`config.mk`:
```
export PLATFORM = sky130hd
export DESIGN_NAME = uart_tx_arb
export DESIGN_NICKNAME = d
export VERILOG_FILES = /design/src/rtl/uart_arb_pkg.sv /design/src/rtl/rr_pick.sv /design/src/rtl/uart_tx_arb.sv
export SDC_FILE = /design/constraint.sdc
export NUM_CORES = 1
export LEC_CHECK = 0
export CAP_MARGIN = 0
export CELL_PAD_IN_SITES_DETAIL_PLACEMENT = 0
export CELL_PAD_IN_SITES_GLOBAL_PLACEMENT = 2
export CORE_ASPECT_RATIO = 1.5
export CORE_UTILIZATION = 29
export CTS_BUF_LIST = sky130_fd_sc_hd__clkbuf_16
export DETAILED_ROUTE_END_ITERATION = 6
export PLACE_DENSITY = 0.85
export SYNTH_ARGS = -nofsm -noshare
export SYNTH_HDL_FRONTEND = slang
export SYNTH_SLANG_ARGS = --single-unit
```
`constraint.sdc`:
```
create_clock -name clk -period 3.7 [get_ports clk]
set_input_delay 0.37 -clock clk [delete_from_list [all_inputs] [get_ports clk]]
set_output_delay 0.37 -clock clk [all_outputs]
set_load 0.01 [all_outputs]
```
`src/rtl/uart_arb_pkg.sv`:
```
// ----------------------------------------------------------------------------
// uart_arb_pkg
//   Shared definitions for the UART transmit arbiter (uart_tx_arb) and its
//   round-robin picker (rr_pick).
//
//   Contents:
//     NREQ_MAX       largest supported requester count
//     PTR_W          width of a requester index / round-robin pointer
//     state_e        arbiter FSM state encoding (3-bit)
//     onehot_to_idx  one-hot grant vector -> binary requester index
// ----------------------------------------------------------------------------
package uart_arb_pkg;

    localparam int NREQ_MAX = 8;
    localparam int PTR_W    = 3;

    typedef enum logic [2:0] {
        ST_INIT  = 3'd0,  // post-reset hold-off while a stray UART frame drains
        ST_IDLE  = 3'd1,  // arbitrate among all requesters
        ST_ISSUE = 3'd2,  // txreq strobe cycle
        ST_WAIT  = 3'd3,  // waiting for the UART's txack pulse
        ST_DONE  = 3'd4,  // ack pulse to the client
        ST_LOCK  = 3'd5   // packet lock: only the current owner may issue
    } state_e;

    // Binary index of the (single) set bit; 0 when none is set.
    function automatic logic [PTR_W-1:0] onehot_to_idx(input logic [NREQ_MAX-1:0] oh);
        logic [PTR_W-1:0] idx;
        idx = '0;
        for (int i = 0; i < NREQ_MAX; i++) begin
            if (oh[i]) idx = PTR_W'(i);
        end
        return idx;
    endfunction

endpackage

```
`src/rtl/rr_pick.sv`:
```
// ----------------------------------------------------------------------------
// rr_pick
//   Combinational round-robin picker. The winner is the first eligible index
//   strictly after the pointer, wrapping from N-1 back to 0. When the pointer
//   itself is the only eligible index it wins after a full rotation.
//
//   Parameters:
//     N        number of requesters (2..NREQ_MAX)
//   Ports:
//     i_elig   in   N       eligible requester mask
//     i_ptr    in   PTR_W   index of the most recent winner
//     o_win    out  N       one-hot winner, 0 when nothing is eligible
//     o_valid  out  1       a winner exists
// ----------------------------------------------------------------------------
module rr_pick
    import uart_arb_pkg::*;
#(
    parameter int N = 4
) (
    input  logic [N-1:0]     i_elig,
    input  logic [PTR_W-1:0] i_ptr,
    output logic [N-1:0]     o_win,
    output logic             o_valid
);

    always_comb begin
        // NOTE: every output gets a default before any conditional write, so
        // no path leaves a value unassigned and no latch is inferred.
        o_win   = '0;
        o_valid = 1'b0;
        // Scan offsets 1..N from the pointer; the first eligible hit wins.
        for (int off = 1; off <= N; off++) begin
            for (int i = 0; i < N; i++) begin
                if (!o_valid && i_elig[i] && (i == ((int'(i_ptr) + off) % N))) begin
                    o_win[i] = 1'b1;
                    o_valid  = 1'b1;
                end
            end
        end
    end

endmodule

```
`src/rtl/uart_tx_arb.sv`:
```
// ----------------------------------------------------------------------------
// uart_tx_arb
//   Shares one UART transmitter byte port among NREQ byte-stream clients.
//   Each byte is issued as a 1-cycle txreq, then the arbiter waits for the
//   UART's 1-cycle txack and returns a 1-cycle ack to the owning client.
//   Arbitration is round-robin per byte; with packet locking compiled in the
//   grant is held across bytes until a byte flagged last=1 is acknowledged.
//
//   Build option:
//     UART_ARB_PKTLOCK_EN  defined   -> packet locking (LOCK state reachable)
//                          undefined -> per-byte arbitration, last ignored
//
//   Parameters:
//     NREQ       number of requesters, 2..8
//     BOOT_WAIT  cycles held off after reset release (>= one UART frame)
//
//   Ports:
//     clk     in   1        system clock
//     rstn    in   1        synchronous active-low reset
//     req     in   NREQ     per-client request level; data/last valid while high
//     data    in   8*NREQ   client bytes, client i at [8*i+7:8*i]
//     last    in   NREQ     byte ends a packet (packet-lock build only)
//     ack     out  NREQ     1-cycle pulse: client's byte fully transmitted
//     gnt     out  NREQ     one-hot current owner, 0 when none
//     txreq   out  1        to UART: 1-cycle start strobe
//     txdata  out  8        to UART: byte, valid with txreq
//     txack   in   1        from UART: 1-cycle done pulse
// ----------------------------------------------------------------------------
module uart_tx_arb
    import uart_arb_pkg::*;
#(
    parameter int NREQ      = 4,
    parameter int BOOT_WAIT = 104166
) (
    input  logic              clk,
    input  logic              rstn,
    input  logic [NREQ-1:0]   req,
    input  logic [8*NREQ-1:0] data,
    input  logic [NREQ-1:0]   last,
    output logic [NREQ-1:0]   ack,
    output logic [NREQ-1:0]   gnt,
    output logic              txreq,
    output logic [7:0]        txdata,
    input  logic              txack
);

    localparam int                 CNT_W    = (BOOT_WAIT > 1) ? $clog2(BOOT_WAIT) : 1;
    localparam logic [CNT_W-1:0]   CNT_INIT = CNT_W'(BOOT_WAIT - 1);
    localparam logic [PTR_W-1:0]   PTR_INIT = PTR_W'(NREQ - 1);

    // ------------------------------------------------------------------
    // State and output registers
    // ------------------------------------------------------------------
    state_e           r_state;
    logic [CNT_W-1:0] r_cnt;
    logic [PTR_W-1:0] r_ptr;
    logic [NREQ-1:0]  r_gnt;
    logic [NREQ-1:0]  r_ack;
    logic             r_txreq;
    logic [7:0]       r_txdata;
`ifdef UART_ARB_PKTLOCK_EN
    logic             r_last;     // last flag of the byte currently in flight
`endif

    // ------------------------------------------------------------------
    // Arbitration
    // ------------------------------------------------------------------
    logic [NREQ-1:0] w_elig;
    logic [NREQ-1:0] w_win;
    logic            w_valid;
    logic [7:0]      w_sel_data;

    // While locked only the current owner may issue; elsewhere everyone may.
    assign w_elig = (r_state == ST_LOCK) ? (req & r_gnt) : req;

    rr_pick #(
        .N       (NREQ)
    ) u_rr_pick (
        .i_elig  (w_elig),
        .i_ptr   (r_ptr),
        .o_win   (w_win),
        .o_valid (w_valid)
    );

    // One-hot mux of the winner's byte.
    always_comb begin
        w_sel_data = '0;
        for (int i = 0; i < NREQ; i++) begin
            if (w_win[i]) w_sel_data = data[8*i +: 8];
        end
    end

`ifdef UART_ARB_PKTLOCK_EN
    logic w_sel_last;
    assign w_sel_last = |(last & w_win);
`else
    // Packet boundaries have no effect in the per-byte build.
    logic w_unused_last;
    assign w_unused_last = ^last;
`endif

    // ------------------------------------------------------------------
    // FSM with registered outputs
    // ------------------------------------------------------------------
    always_ff @(posedge clk) begin
        if (!rstn) begin
            r_state  <= ST_INIT;
            r_cnt    <= CNT_INIT;
            r_ptr    <= PTR_INIT;
            r_gnt    <= '0;
            r_ack    <= '0;
            r_txreq  <= 1'b0;
            r_txdata <= 8'h00;
`ifdef UART_ARB_PKTLOCK_EN
            r_last   <= 1'b0;
`endif
        end else begin
            // NOTE: non-blocking assignments here, so every branch reads the
            // pre-edge register values and the order of statements is moot.
            // txreq and ack are strobes: low unless a branch raises them.
            r_txreq <= 1'b0;
            r_ack   <= '0;

            case (r_state)
                // The UART has no reset: a frame started before rstn fell
                // must finish before anything new is issued.
                ST_INIT: begin
                    if (r_cnt == '0) r_state <= ST_IDLE;
                    else             r_cnt   <= r_cnt - CNT_W'(1);
                end

                ST_IDLE, ST_LOCK: begin
                    if (w_valid) begin
                        r_state  <= ST_ISSUE;
                        r_gnt    <= w_win;
                        r_txdata <= w_sel_data;
                        r_txreq  <= 1'b1;
                        r_ptr    <= onehot_to_idx(NREQ_MAX'(w_win));
`ifdef UART_ARB_PKTLOCK_EN
                        r_last   <= w_sel_last;
`endif
                    end
                end

                // txreq was raised on entry and drops here: exactly 1 cycle.
                ST_ISSUE: r_state <= ST_WAIT;

                // Request changes are ignored; only txack moves us on.
                ST_WAIT: begin
                    if (txack) begin
                        r_ack   <= r_gnt;
                        r_state <= ST_DONE;
                    end
                end

                ST_DONE: begin
`ifdef UART_ARB_PKTLOCK_EN
                    if (!r_last) begin
                        r_state <= ST_LOCK;           // keep the grant
                    end else begin
                        r_gnt   <= '0;
                        r_state <= ST_IDLE;
                    end
`else
                    r_gnt   <= '0;
                    r_state <= ST_IDLE;
`endif
                end

                default: r_state <= ST_INIT;
            endcase
        end
    end

    assign ack    = r_ack;
    assign gnt    = r_gnt;
    assign txreq  = r_txreq;
    assign txdata = r_txdata;

endmodule

```
==> results_tabular.tex <==
\begin{tabular}{lr}
\hline
Metric & Value \\
\hline
\multicolumn{2}{l}{\textbf{STA}} \\
\quad Final TNS setup & 0 ps \\
\quad Setup clock skew after layout & 5.915 ps \\
\quad Post-layout min period & 2446 ps \\
\quad Setup slack of the critical path after layout & 1254 ps \\
\quad Setup repair after global routing missed its margin & false \\
\quad Pin slew with the least headroom to its limit & 715.2 ps \\
\quad Final worst hold slack & 496.7 ps \\
\quad Total count of hold-check failures in the final report & 0 \\
\quad Max Freq & 408.9 MHz \\
\quad Final count of negative-setup-slack endpoints & 0 \\
\quad Period Utilization, post-route & 66.10\% \\
\quad Worst slew margin & 52.14\% \\
\quad Fin. max-slew vios & 0 \\
\multicolumn{2}{l}{\textbf{Floorplan}} \\
\quad \# IOs & 60 \\
\quad Area of the core region & 6621 µm² \\
\quad Width of the die & 70.07 µm \\
\quad Full die area & 7295 µm² \\
\quad Die height & 104.1 µm \\
\quad Initial standard-cell utilization of the core & 30.44\% \\
\quad Std-Cell Rows & 36 \\
\multicolumn{2}{l}{\textbf{Logic synthesis}} \\
\quad Post-synth EDFFs & 0 \\
\quad Synthesized flop and latch total & 39 \\
\quad Count of unique library cells instantiated by Yosys & 46 \\
\quad Sequential element share of the synthesized area & 38.73\% \\
\quad Post-synthesis average cell area & 8.434 µm² \\
\quad Largest cells by area after synthesis & dfxtp\_1, nand2\_1, a22oi\_1, and2\_1, a221oi\_1 \\
\quad Number of standard cells after synthesis & 239 \\
\quad Most frequently used flop master after synthesis & dfxtp\_1 \\
\quad Syn. warnings & 0 \\
\quad Post-synth top area share & 38.73\% \\
\quad Dominant cell type by area after synthesis & dfxtp\_1 \\
\quad Summed instance area of the synthesized netlist & 2016 µm² \\
\quad Proportion of register bits with asynchronous set or reset after synthesis & 0\% \\
\quad Total nets after synthesis & 283 \\
\multicolumn{2}{l}{\textbf{Job}} \\
\quad Number of max-capacitance violations reported & 0 \\
\multicolumn{2}{l}{\textbf{GRT}} \\
\quad Global-route wire length before repair & 8956 µm \\
\quad Vias in the first global route & 1,964 \\
\quad Total congestion overflow & 0 \\
\quad Antenna violations before repair & 0 \\
\quad All-layer global routing usage & 15.31\% \\
\quad Pin count of the biggest net entering global routing & 21 \\
\multicolumn{2}{l}{\textbf{Placed design}} \\
\quad Routability congestion estimate from global placement & 0.8349 \\
\quad Worst Setup Slack post-DPL & 1257 ps \\
\quad Number of buffers added on ports & 55 \\
\quad Half-perimeter wire length after placement & 4054 µm \\
\multicolumn{2}{l}{\textbf{Power}} \\
\quad Pleak & 1.061 nW \\
\quad Worst ir drop on vdd & 0.2190 mV \\
\quad Total power draw & 1.013 mW \\
\quad Power Density & 361.7 nW/µm² \\
\multicolumn{2}{l}{\textbf{Clocking}} \\
\quad Hold buffers post-CTS & 0 \\
\quad Clock H-tree levels & 2 \\
\quad Worst-skew pair later-pin latency & 280 ps \\
\quad Number of clock buffers inserted by TritonCTS & 5 \\
\quad Post-cts sizing count & 0 \\
\quad Buffers from clock root to sink, at most & 2 \\
\quad Clock slew at reported path FFs & 60 ps \\
\quad CTS tree & done \\
\quad Number of sinks on the clock net & 39 \\
\quad Number of setup buffers added after CTS & 0 \\
\quad Cell at the root of the clock tree & clkbuf\_16 \\
\multicolumn{2}{l}{\textbf{Setup path}} \\
\quad Worst Setup Path Type & flop to flop \\
\quad Worst-path maximum fanout & 13 \\
\quad Data arrival, critical path & 2640 ps \\
\quad Cell occurring most often along the worst timing path & a22oi\_1 \\
\quad Crit path launch type & flop \\
\quad CP max-delay cell & nor2\_1 \\
\quad CP Cell Sequence & nand4bb\_1 -> a22oi\_1 -> o21ai\_1 -> nor2\_1 -> a22oi\_1 -> a221oi\_1 \\
\quad Sort of element at the end of the critical path & flop \\
\quad Delay of the slowest critical-path stage & 560 ps \\
\quad Endpoint required time on the critical path & 3890 ps \\
\multicolumn{2}{l}{\textbf{Routing}} \\
\quad Routed via count divided by cell count & 5.108 \\
\quad Detailed Routing Iterations Pass 1 & 4 \\
\quad Total Wirelength & 5330 µm \\
\quad Remaining routing DRC violations & 0 \\
\quad Via count of the routed design & 1,890 \\
\quad Number of DRC violations after detailed-routing iteration 0 & 85 \\
\quad WL per Instance & 14.41 µm \\
\quad Count of nets left with antenna violations after detail routing & 0 \\
\multicolumn{2}{l}{\textbf{Hold path}} \\
\quad Path class of the lowest-slack min-delay path & flop to flop \\
\multicolumn{2}{l}{\textbf{Final layout}} \\
\quad Combined area of the multi-input logic cells & 1127 µm² \\
\quad Layout Area Growth over Synthesis & 38.98\% \\
\quad \# diodes & 0 \\
\quad Number of nets in the layout & 337 \\
\quad Sequential Area & 780.7 µm² \\
\quad Share of cells above drive strength 1 & 7.143\% \\
\quad Fillers & 697 \\
\multicolumn{2}{l}{\textbf{Run status}} \\
\quad Result of the run & finished clean \\
\hline
\end{tabular}
critical path, delay by kind of cell, from the launching register on:
kind / cells / cell delay [ps]
AOI/OAI and AO/OA: 4 / 990
DFF: 1 / 550
and+or+nand+nor: 2 / 810
routing by layer:
metal | wire [µm] | track usage (%)
met1 | 2030 | 14.63
met2 | 2921 | 30.29
met3 | 304 | 4.070
met4 | 74 | 5.286
met5 | 0 | 0
state kept, by name, indices dropped and copies added (netlist names):
signal   count
ack          4
gnt          4
r_cnt       17
r_ptr        2
r_state      3
txdata       8
txreq        1
where the power goes:
group | total, mW | leakage [nW] | switching (mW) | internal [mW]
Clock | 0.495 | 0.0838 | 0.177 | 0.318
Sequential | 0.430 | 0.315 | 0.00469 | 0.425
Combinational | 0.0888 | 0.661 | 0.0332 | 0.0555
layout make-up:
| type | count | area share (%) |
|---|---|---|
| Multi-Input combinational cell | 174 | 40.24 |
| Tap cell | 76 | 3.394 |
| Inverter | 15 | 2.010 |
| Clock buffer | 5 | 4.466 |
| Timing Repair Buffer | 58 | 20.46 |
| Sequential cell | 39 | 27.87 |
| Clock inverter | 3 | 1.563 |
per-stage QoR:
stage,area (µm²),std cells,utilization (%)
final,2801,370,42.31
after global routing,2801,370,42.31
after CTS,2801,370,42.31
after detailed placement,2633,362,39.76
after global placement,2633,362,39.76
after floorplan,2016,239,-
cell usage after synthesis (2+ instances only):
| cell | n |
|---|---|
| a21boi_1 | 2 |
| a21oi_1 | 6 |
| a221oi_1 | 8 |
| a22oi_1 | 10 |
| a31oi_1 | 4 |
| and2_1 | 12 |
| and3_1 | 2 |
| buf_2 | 2 |
| clkbuf_1 | 8 |
| dfxtp_1 | 39 |
| inv_1 | 15 |
| nand2_1 | 22 |
| nand3_1 | 9 |
| nand3_2 | 2 |
| nand3b_1 | 2 |
| nand4b_1 | 3 |
| nand4bb_1 | 4 |
| nor2_1 | 17 |
| nor2b_1 | 2 |
| nor3_1 | 6 |
| nor3b_1 | 3 |
| nor4_1 | 3 |
| o21a_1 | 8 |
| o21ai_0 | 14 |
| o21ai_1 | 2 |
| or3_1 | 2 |
| or4_4 | 2 |
| xnor2_1 | 7 |
| xor2_1 | 6 |
cells by family (layout without fill, tap and decap cells):
family / Yosys count / in the layout / synth area share, %
AND/OR/NAND/NOR: 100 / 100 / 29.11
AO/OA/AOI/OAI: 60 / 60 / 20.55
flip-flops: 39 / 39 / 38.73
buffers and inverters: 26 / 81 / 5.338
XOR/XNOR: 13 / 13 / 5.649
adder cells (fa/ha/maj): 1 / 1 / 0.6206
final timing paths:
| kind | cells after the start | end | slack, ps | start |
|---|---|---|---|---|
| max | 6 | txdata[7] | 1250 | r_state[2] |
| min | 2 | r_cnt[7] | 500 | r_cnt[7] |
| max reg2reg | 6 | txdata[7] | 1250 | r_state[2] |
| min reg2reg | 2 | r_cnt[7] | 500 | r_cnt[7] |
placed cells by master, fill, tap and decap left out, drive strengths merged, types with 3 or more instances in the layout:
cell type / count
nand4bb: 4
dfxtp: 39
a221oi: 8
xnor2: 7
nand3: 11
clkdlybuf4s50: 55
and2: 12
xor2: 6
nor2: 17
nor4: 4
a21oi: 6
inv: 15
or3: 3
nor3b: 3
a21boi: 3
nand4b: 3
nor3: 8
a31oi: 4
buf: 3
a22oi: 10
clkbuf: 5
nand2: 22
o21a: 8
and3: 3
o21ai: 16
Power figures use the tool's default switching activity.
==> variant (config.mk and constraints unchanged) <==
Register the output `txdata` once more, without a reset; this adds one clock of latency there. The other outputs are not delayed to match.
--- a/src/rtl/uart_tx_arb.sv
+++ b/src/rtl/uart_tx_arb.sv
@@ -177,3 +177,5 @@
     assign txreq  = r_txreq;
-    assign txdata = r_txdata;
+    always_ff @(posedge clk) begin
+        txdata <= r_txdata;
+    end
 
Check against the original RTL: not settled (the Yosys comparison gave no result); the edit may change what the design does.
==> variant against the original RTL <==
Sequential cell count rose by 8; core utilization fell by 1.3 points; total power grew 2.0%; design area up 5.7%; critical endpoint is now r_txdata[3]; sequential share of layout area rose by 3.9 points; routed wire length increased by 3.5%; worst setup slack worse by 0.19 ns; synthesized area rose by 7.5%.
==> variant: results (changes against the original RTL) <==
[global_route]
first_pass_grt_wire_length_um=9050  ; +1.1%
groute.usage.overall=0.151  ; -0.00237
grt_start_max_net_pins=19  ; -9.5%
number_of_global_route_vias_before_repair=1905  ; -3.0%

[synthesis]
synthDistinctLibCells=48  ; +4.3%
synth-compound-area-share=0.221  ; +0.0157
synth_sequential_area_ratio=0.434  ; +0.0468
syn_nets=285  ; +0.71%
yosys.area_share.adder=0.00577  ; -0.000434
synth_xor_xnor_area_share=0.0242  ; -0.0322
yosys-top-cells-area=sky130_fd_sc_hd__dfxtp_1, sky130_fd_sc_hd__nand2_1, sky130_fd_sc_hd__nor3_1
post_synth_most_frequent_cells=sky130_fd_sc_hd__dfxtp_1, sky130_fd_sc_hd__nand2_1, sky130_fd_sc_hd__nor3_1
post_synthesis_mux_area_share=0.0139  ; +0.0139

[worst_hold_path]
min-delay-start=r_txdata[3]
worst_hold_path.num_cells=0  ; -2
whs_endpoint=txdata[3]
hold_path.class=flip-flop to flip-flop

[critical_path]
peak_fanout_along_the_critical_path=14  ; +1
slowest_delay_ns=0.67  ; +0.11 ns
worstPathArrival_ns=2.76  ; +0.12 ns
worst-r2r-setup-slack_ns=1.07  ; -0.19 ns
r2r.worst_path.cells=5  ; -1
critical_path.reg2reg.endpoint=r_txdata[3]
timing.rr.start=r_state[1]
critical-path-slowest-cell=sky130_fd_sc_hd__a2111oi_4

[timing]
slew_headroom=0.374  ; -0.147
skew_ns=0.00550  ; -0.000417 ns
hold-worst-slack_ns=0.350  ; -0.147 ns
fin_crit_sh=0.712  ; +0.0511

[layout]
reg.largest.list=r_cnt (17), r_txdata (8), txdata (8)
nNetsFinal=339  ; +0.59%
drive_above_1_share=0.0676  ; -0.00386

[route]
wl_met3_um=169  ; -44%
routed-wl-met2_um=2990  ; +2.4%
routedLengthMet1_um=2270  ; +12%
drt_iter0_drc=130  ; +53%
sum_of_routed_wire_length_over_all_layers_um=5520  ; +3.5%
routed-via-count=1976  ; +4.6%

[pwr]
leakagePower_nw=0.989  ; -6.8%
ir_drop_v=0.000229  ; +4.4%

[placement]
place.gp.congestion=0.801  ; -4.0%
dpl.hpwl_um=4120  ; +1.5%
dp_worst_setup_slack_ns=1.03  ; -0.225 ns
place_area_um2=2820  ; +7.2%

[clock_tree]
clk_root_buf=sky130_fd_sc_hd__clkbuf_16
cts.reportedPaths.clkPinSlew_ns=0.06  ; about the same
cts.path.max_buffers=2  ; unchanged
cts_post_setup_buffers_inserted=0  ; unchanged

[run_status]
run_status=complete, no violations

## variant: cell types whose count changed after synthesis, moves of 4 or more
| cell | before | now |
|---|---|---|
| sky130_fd_sc_hd__nand2b_1 | 1 | 5 |
| sky130_fd_sc_hd__nor3_1 | 6 | 16 |
| sky130_fd_sc_hd__inv_1 | 15 | 9 |
| sky130_fd_sc_hd__xnor2_1 | 7 | 3 |
| sky130_fd_sc_hd__o21a_1 | 8 | 1 |
| sky130_fd_sc_hd__a221oi_1 | 8 | 0 |
| sky130_fd_sc_hd__a311oi_1 | 0 | 8 |
| sky130_fd_sc_hd__a22oi_1 | 10 | 0 |
| sky130_fd_sc_hd__dfxtp_1 | 39 | 47 |
| sky130_fd_sc_hd__nor2_1 | 17 | 7 |
| sky130_fd_sc_hd__a32oi_1 | 0 | 8 |
| sky130_fd_sc_hd__or4_1 | 0 | 5 |
| sky130_fd_sc_hd__nand2_1 | 22 | 29 |
| sky130_fd_sc_hd__and2_1 | 12 | 7 |
## variant: worst max path at each step
stage                       end       start  cells past startpoint
finish              r_txdata[3]  r_state[1]                      5
global route        r_txdata[2]  r_state[1]                      5
global placement    r_txdata[6]      req[0]                      6
floorplan             r_cnt[15]    r_cnt[6]                      6
CTS                 r_txdata[4]  r_state[1]                      5
detailed placement  r_txdata[4]      req[0]                      6
## variant: per-layer routing
layer / vias up / GRT usage
li1: 1013 / -
met1: 912 / 0.164
met2: 44 / 0.283
met3: 7 / 0.0206
met4: 0 / 0.0630
met5: - / 0
## variant: through the flow
stage | total power [mW] | instances
after floorplan | 0.564 | 241
after global placement | 0.617 | 388
after detailed placement | 0.617 | 388
after CTS | 1.05 | 396
after global routing | 1.07 | 396
final | 1.03 | 396
## variant: final cells by class
| type | count | area [µm²] |
|---|---|---|
| fillers | 770 | 4270 |
| multi-input cells | 174 | 1150 |
| flip-flops and latches | 47 | 941 |
| repair buffers | 58 | 573 |
| clock buffers | 5 | 125 |
| well taps | 100 | 125 |
| inverters | 9 | 33.8 |
| clock inverters | 3 | 15.0 |
## variant: kinds of logic (layout without fill, tap and decap cells)
| family | Yosys count | in the layout |
|---|---|---|
| compound gates | 61 | 61 |
| xor+xnor | 6 | 6 |
| fa+ha+maj | 1 | 1 |
| buf+inv | 20 | 75 |
| flops | 47 | 47 |
| mux | 3 | 3 |
| simple gates | 103 | 103 |
## variant: power by group
group	switching [mW]	internal (mW)	total (mW)
clock network	0.183	0.246	0.429
logic	0.0359	0.0522	0.0881
registers	0.00530	0.511	0.517
total	0.224	0.809	1.03
